[src/rtl/alarm_pkg.sv]
// Shared state encoding and trigger-count constants for the alarm controller.
package alarm_pkg;

  typedef enum logic [2:0] {
    IDLE    = 3'd0,
    EXIT    = 3'd1,
    ARMED   = 3'd2,
    ENTRY   = 3'd3,
    ALARM   = 3'd4,
    LOCKOUT = 3'd5
  } state_t;

  localparam logic [3:0] TRIG_SAT = 4'd15;

  // Status display counter sticks at its maximum instead of wrapping.
  function automatic logic [3:0] satInc(input logic [3:0] value);
    return (value == TRIG_SAT) ? value : value + 4'd1;
  endfunction

endpackage

[src/rtl/alarm_controller_delay_timer.sv]
// Loadable down-counter shared by the exit, entry and siren delays.
module delay_timer #(
  parameter int CNT_W = 8
) (
  input  logic             clk,
  input  logic             reset,
  input  logic             load,
  input  logic [CNT_W-1:0] load_value,
  input  logic             dec,
  output logic             zero
);

  logic [CNT_W-1:0] count;

  // Load wins over decrement; the count holds at zero rather than wrapping.
  always_ff @(posedge clk) begin
    if (!reset) begin
      count <= '0;
    end else if (load) begin
      count <= load_value;
    end else if (dec && (count != '0)) begin
      count <= count - 1'b1;
    end
  end

  assign zero = (count == '0);

endmodule

[src/rtl/alarm_controller.sv]
// Intrusion alarm FSM: exit delay, entry delay, window breach, timed siren and lockout.
module alarm_controller
  import alarm_pkg::*;
#(
  parameter int EXIT_DELAY  = 4,
  parameter int ENTRY_DELAY = 8,
  parameter int SIREN_TIME  = 16,
  parameter int CNT_W       = 8
) (
  input  logic       clk,
  input  logic       reset,
  input  logic       system_armed,
  input  logic       door,
  input  logic       window,
  output logic       alarm,
  output logic       entry_pending,
  output logic       monitoring,
  output logic [3:0] trigger_count,
  output logic [2:0] state_dbg
);

  localparam logic [CNT_W-1:0] EXIT_LOAD  = CNT_W'(EXIT_DELAY - 1);
  localparam logic [CNT_W-1:0] ENTRY_LOAD = CNT_W'(ENTRY_DELAY - 1);
  localparam logic [CNT_W-1:0] SIREN_LOAD = CNT_W'(SIREN_TIME - 1);

  state_t           state;
  state_t           nextState;
  logic             timerLoad;
  logic [CNT_W-1:0] timerLoadValue;
  logic             timerDec;
  logic             timerZero;
  logic             sensorsClosed;
  logic             enteringAlarm;

  assign sensorsClosed = door && window;
  assign enteringAlarm = (nextState == ALARM) && (state != ALARM);

  delay_timer #(
    .CNT_W(CNT_W)
  ) u_timer (
    .clk       (clk),
    .reset     (reset),
    .load      (timerLoad),
    .load_value(timerLoadValue),
    .dec       (timerDec),
    .zero      (timerZero)
  );

  // Next-state and timer control; disarm beats every sensor and timer event.
  always_comb begin
    nextState      = state;
    timerLoad      = 1'b0;
    timerLoadValue = '0;
    timerDec       = 1'b0;

    case (state)
      IDLE: begin
        if (system_armed) begin
          nextState      = EXIT;
          timerLoad      = 1'b1;
          timerLoadValue = EXIT_LOAD;
        end
      end

      EXIT: begin
        if (!system_armed) begin
          nextState = IDLE;
        end else if (timerZero) begin
          nextState = ARMED;
        end else begin
          timerDec = 1'b1;
        end
      end

      ARMED: begin
        if (!system_armed) begin
          nextState = IDLE;
        end else if (!window) begin
          nextState      = ALARM;
          timerLoad      = 1'b1;
          timerLoadValue = SIREN_LOAD;
        end else if (!door) begin
          nextState      = ENTRY;
          timerLoad      = 1'b1;
          timerLoadValue = ENTRY_LOAD;
        end
      end

      ENTRY: begin
        if (!system_armed) begin
          nextState = IDLE;
        end else if (!window || timerZero) begin
          nextState      = ALARM;
          timerLoad      = 1'b1;
          timerLoadValue = SIREN_LOAD;
        end else begin
          timerDec = 1'b1;
        end
      end

      ALARM: begin
        if (!system_armed) begin
          nextState = IDLE;
        end else if (timerZero) begin
          nextState = sensorsClosed ? ARMED : LOCKOUT;
        end else begin
          timerDec = 1'b1;
        end
      end

      LOCKOUT: begin
        if (!system_armed) begin
          nextState = IDLE;
        end else if (sensorsClosed) begin
          nextState = ARMED;
        end
      end

      default: begin
        nextState = IDLE;
      end
    endcase
  end

  // Outputs are decoded from the next state so they land on the same edge as the state.
  always_ff @(posedge clk) begin
    if (!reset) begin
      state         <= IDLE;
      alarm         <= 1'b0;
      entry_pending <= 1'b0;
      monitoring    <= 1'b0;
      trigger_count <= '0;
    end else begin
      state         <= nextState;
      alarm         <= (nextState == ALARM);
      entry_pending <= (nextState == ENTRY);
      monitoring    <= (nextState == ARMED) || (nextState == ENTRY) ||
                       (nextState == ALARM) || (nextState == LOCKOUT);
      if (enteringAlarm) begin
        trigger_count <= satInc(trigger_count);
      end
    end
  end

  assign state_dbg = state;

endmodule

[config.mk]
export PLATFORM = sky130hd
export DESIGN_NAME = alarm_controller
export DESIGN_NICKNAME = d
export VERILOG_FILES = /design/src/rtl/alarm_pkg.sv /design/src/rtl/alarm_controller_delay_timer.sv /design/src/rtl/alarm_controller.sv
export SDC_FILE = /design/constraint.sdc
export NUM_CORES = 1
export LEC_CHECK = 0
export ABC_AREA = 1
export CAP_MARGIN = 20
export CORE_ASPECT_RATIO = 0.8
export CORE_MARGIN = 4
export CORE_UTILIZATION = 30
export CTS_CLUSTER_DIAMETER = 50
export CTS_CLUSTER_SIZE = 12
export DETAILED_ROUTE_END_ITERATION = 10
export HOLD_SLACK_MARGIN = 0.06
export PLACE_DENSITY_LB_ADDON = 0.3
export SYNTH_ARGS = -nofsm -noshare
export SYNTH_HDL_FRONTEND = slang
export SYNTH_SLANG_ARGS = --single-unit
[constraint.sdc]
create_clock -name clk -period 1.6 [get_ports clk]
set_input_delay 0.16 -clock clk [delete_from_list [all_inputs] [get_ports clk]]
set_output_delay 0.16 -clock clk [all_outputs]
set_load 0.005 [all_outputs]
==> run_results.csv <==
group,metric,value,unit
cts,cts.htree.levels,1,
pwr,p_int,0.822,mW
global_routing,globalRouteOverflowTotal,0,
synthesis,synthArstFlopShare,0,%
timing,finalHoldViolCount,0,
critical_path,startpoint_type,"flop",
layout,final_layout_size_suffix_gt1_share,17.4,%
detailed_routing,num_vias,1214,
synthesis,ys.flop_type,"dfxtp_1",
timing,relSlewSlack,78.8,%
layout,regArea,362,um2
synthesis,yosysMostFrequentCell,"nand2_1",
synthesis,synthCells,180,
floorplan,initial_core_util,32.5,%
cts,cts-buffers-inserted,3,
pwr,p_comb_share,27.0,%
synthesis,synth-edff-count,0,
synthesis,yosys-top-cells-area,"dfxtp_1 (31%), nand2_1 (12%), nor2_1 (8.7%)",
timing,finalCritPeriodShare,92.2,%
pwr,seq_power_share,41.1,%
placed_design,pre_cts_ws,-66.8,ps
layout,nets,216,
cts,clkTransAtPathRegs,70,ps
synthesis,yosysSeqAreaShare,30.9,%
global_routing,grtUsageMet3,4.07,%
synthesis,synth.distinct_cells,26,
layout,area_delta_synth_final,29.5,%
detailed_routing,drc_errors,0,
critical_path,arrival,1620,ps
detailed_routing,wl_per_cell,10.6,um
detailed_routing,dr.pass1.iters,5,
floorplan,ioPinCount,15,
cts,cts_root_buf,"clkbuf_8",
synthesis,syn_nets,188,
synthesis,synth_top_area_share,30.9,%
critical_path,r2r_slack,120,ps
floorplan,row_count,19,
global_routing,grt_max_degree,11,
global_routing,grt_usage,12.1,%
synthesis,synth.cell_area,1170,um2
timing,worstMarginPinSlew,315,ps
floorplan,dieArea,4950,um2
detailed_routing,drt_iter0_drc,80,
run,cap_violations,0,
detailed_routing,viasPerCell,4.69,
global_routing,grt_pass1_wl,4.91,mm
cts,cts_hold_buf,0,
timing,fin_skew,0.980,ps
timing,slew_viol_final,0,
global_routing,first_global_vias,1097,
timing,finalSetupTns,0,ps
cts,cts_max_path_buffers,2,
synthesis,ys_seq_elements,18,
floorplan,die_h,63.8,um
layout,fin_cells,259,
timing,post-route-min-period,1480,ps
placed_design,dp_hpwl,2.11,mm
cts,insertion_delay,250,ps
synthesis,synthTopCellsByCount,"nand2_1 (37), nor2_1 (27), inv_1 (25), dfxtp_1 (18), nand3_1 (17)",
floorplan,fp.dieW,77.7,um
pwr,clockPowerShare,31.9,%
placed_design,gp_congestion,0.788,
cts,cts_tree,"built",
layout,multi_input_area,694,um2
outcome,status,"completed",
floorplan,fp.coreArea,3590,um2
pwr,power_density,785,nW/um2
pwr,power_switching_share,30.7,%
critical_path,path_class,"flop to flop",
pwr,vdd_drop_max,0.359,mV
placed_design,io_buffers,14,
layout,n_antenna_cell,0,
detailed_routing,ant_nets,0,
pwr,p_sw,0.364,mW
timing,finalWorstSetupSlack,125,ps
placed_design,post-place-cells,254,
synthesis,synth_largest_area_cell,"dfxtp_1",
global_routing,grtUsageMet1,17.3,%
timing,fmax,678,MHz
detailed_routing,wl,2.73,mm
synthesis,yosysWarnings,0,
critical_path,worstPathRequired,1750,ps
pwr,p_leak,0.689,nW
critical_path,path_max_fanout,9,
critical_path,setup.worst_path.end_class,"flop",
timing,setup_viol,0,
global_routing,antenna_found_initial,0,
hold_path,holdCritPathClass,"flop to flop",
cts,cts.sinks,18,
layout,fillers,373,
global_routing,met2_usage,16.9,%
synthesis,syn_avg_cell_area,6.48,um2
global_routing,busiest_layer,"met1",
stage by stage:
| stage | power [mW] | cell area [um2] | util [%] | hold slack, ps |
|---|---|---|---|---|
| 2_1_floorplan | 0.707 | 1170 | - | 348 |
| 3_3_place_gp | 0.802 | 1440 | 40.0 | 505 |
| 3_5_place_dp | 0.802 | 1440 | 40.0 | 491 |
| 4_1_cts | 1.19 | 1490 | 41.5 | 508 |
| 5_1_grt | 1.27 | 1510 | 42.1 | 541 |
| 6_report | 1.19 | 1510 | 42.1 | 502 |
layout make-up:
| cell class | instances | share of cell area, % |
|---|---|---|
| Multi-Input combinational cell | 131 | 46.0 |
| Sequential cell | 18 | 23.9 |
| Inverter | 29 | 7.37 |
| Clock buffer | 4 | 3.65 |
| Timing Repair Buffer | 25 | 14.7 |
| Tap cell | 52 | 4.31 |
registers in the layout, summed over array words and instances (netlist names):
register	cells
trigger_count	4
entry_pending	1
state_dbg	3
monitoring	1
alarm	1
u_timer.count	8
per-layer routing:
layer / share of wire, % / up-vias
met4: 1.9 / 0
met3: 5.6 / 4
met2: 39 / 28
li1: - / 634
met5: 0 / -
met1: 54 / 548
timing repair:
| action | in CTS | in global routing |
|---|---|---|
| resized for setup | 0 | 4 |
| setup buffers | 0 | 1 |
| endpoints found under the setup margin | 0 | 11 |
layout by cell type, fill, tap and decap left out, types with 2 or more instances in the layout:
| cell | instances |
|---|---|
| a21oi_1 | 10 |
| buf_4 | 11 |
| clkbuf_8 | 4 |
| clkdlybuf4s50_1 | 14 |
| dfxtp_1 | 17 |
| ha_1 | 3 |
| inv_1 | 25 |
| inv_2 | 3 |
| nand2_1 | 36 |
| nand2_2 | 4 |
| nand2_4 | 3 |
| nand3_1 | 17 |
| nand3b_1 | 2 |
| nand4_1 | 8 |
| nor2_1 | 27 |
| nor2_2 | 4 |
| nor3_1 | 2 |
| o21ai_0 | 4 |
| xnor2_1 | 2 |
cells by family after synthesis:
logic type	share of synthesized area (%)
buf+inv	10.4
flops	30.9
fa+ha+maj	3.22
xor+xnor	2.25
simple gates	43.9
compound gates	9.34
critical path, stage by stage, from the launching register on:
cell     delay [ps]
dfxtp_1         330
inv_1            50
ha_1            220
nand2_2         120
inv_1            50
nand2_1         100
nand2_2          90
nand2_4         140
nand2_4          60
nor3_1          150
nor2_1           70
power groups by stage:
stage | Clock [mW] | Combinational, mW | Sequential (mW)
after floorplan | 0 | 0.215 | 0.493
after global placement | 0 | 0.305 | 0.497
after detailed placement | 0 | 0.306 | 0.496
after CTS | 0.392 | 0.308 | 0.486
after global routing | 0.413 | 0.368 | 0.490
final | 0.378 | 0.320 | 0.487
worst paths after layout:
kind	startpoint	to	cells after the start
worst max-delay path	u_timer.count[0]$_SDFFE_PN0P_	u_timer.count[1]$_SDFFE_PN0P_	10
worst min-delay path	trigger_count[1]$_SDFFE_PN0P_	trigger_count[1]$_SDFFE_PN0P_	2
worst max register to register	u_timer.count[0]$_SDFFE_PN0P_	u_timer.count[1]$_SDFFE_PN0P_	10
worst min register to register	trigger_count[1]$_SDFFE_PN0P_	trigger_count[1]$_SDFFE_PN0P_	2
No activity file was read; power rests on OpenSTA's default activity.
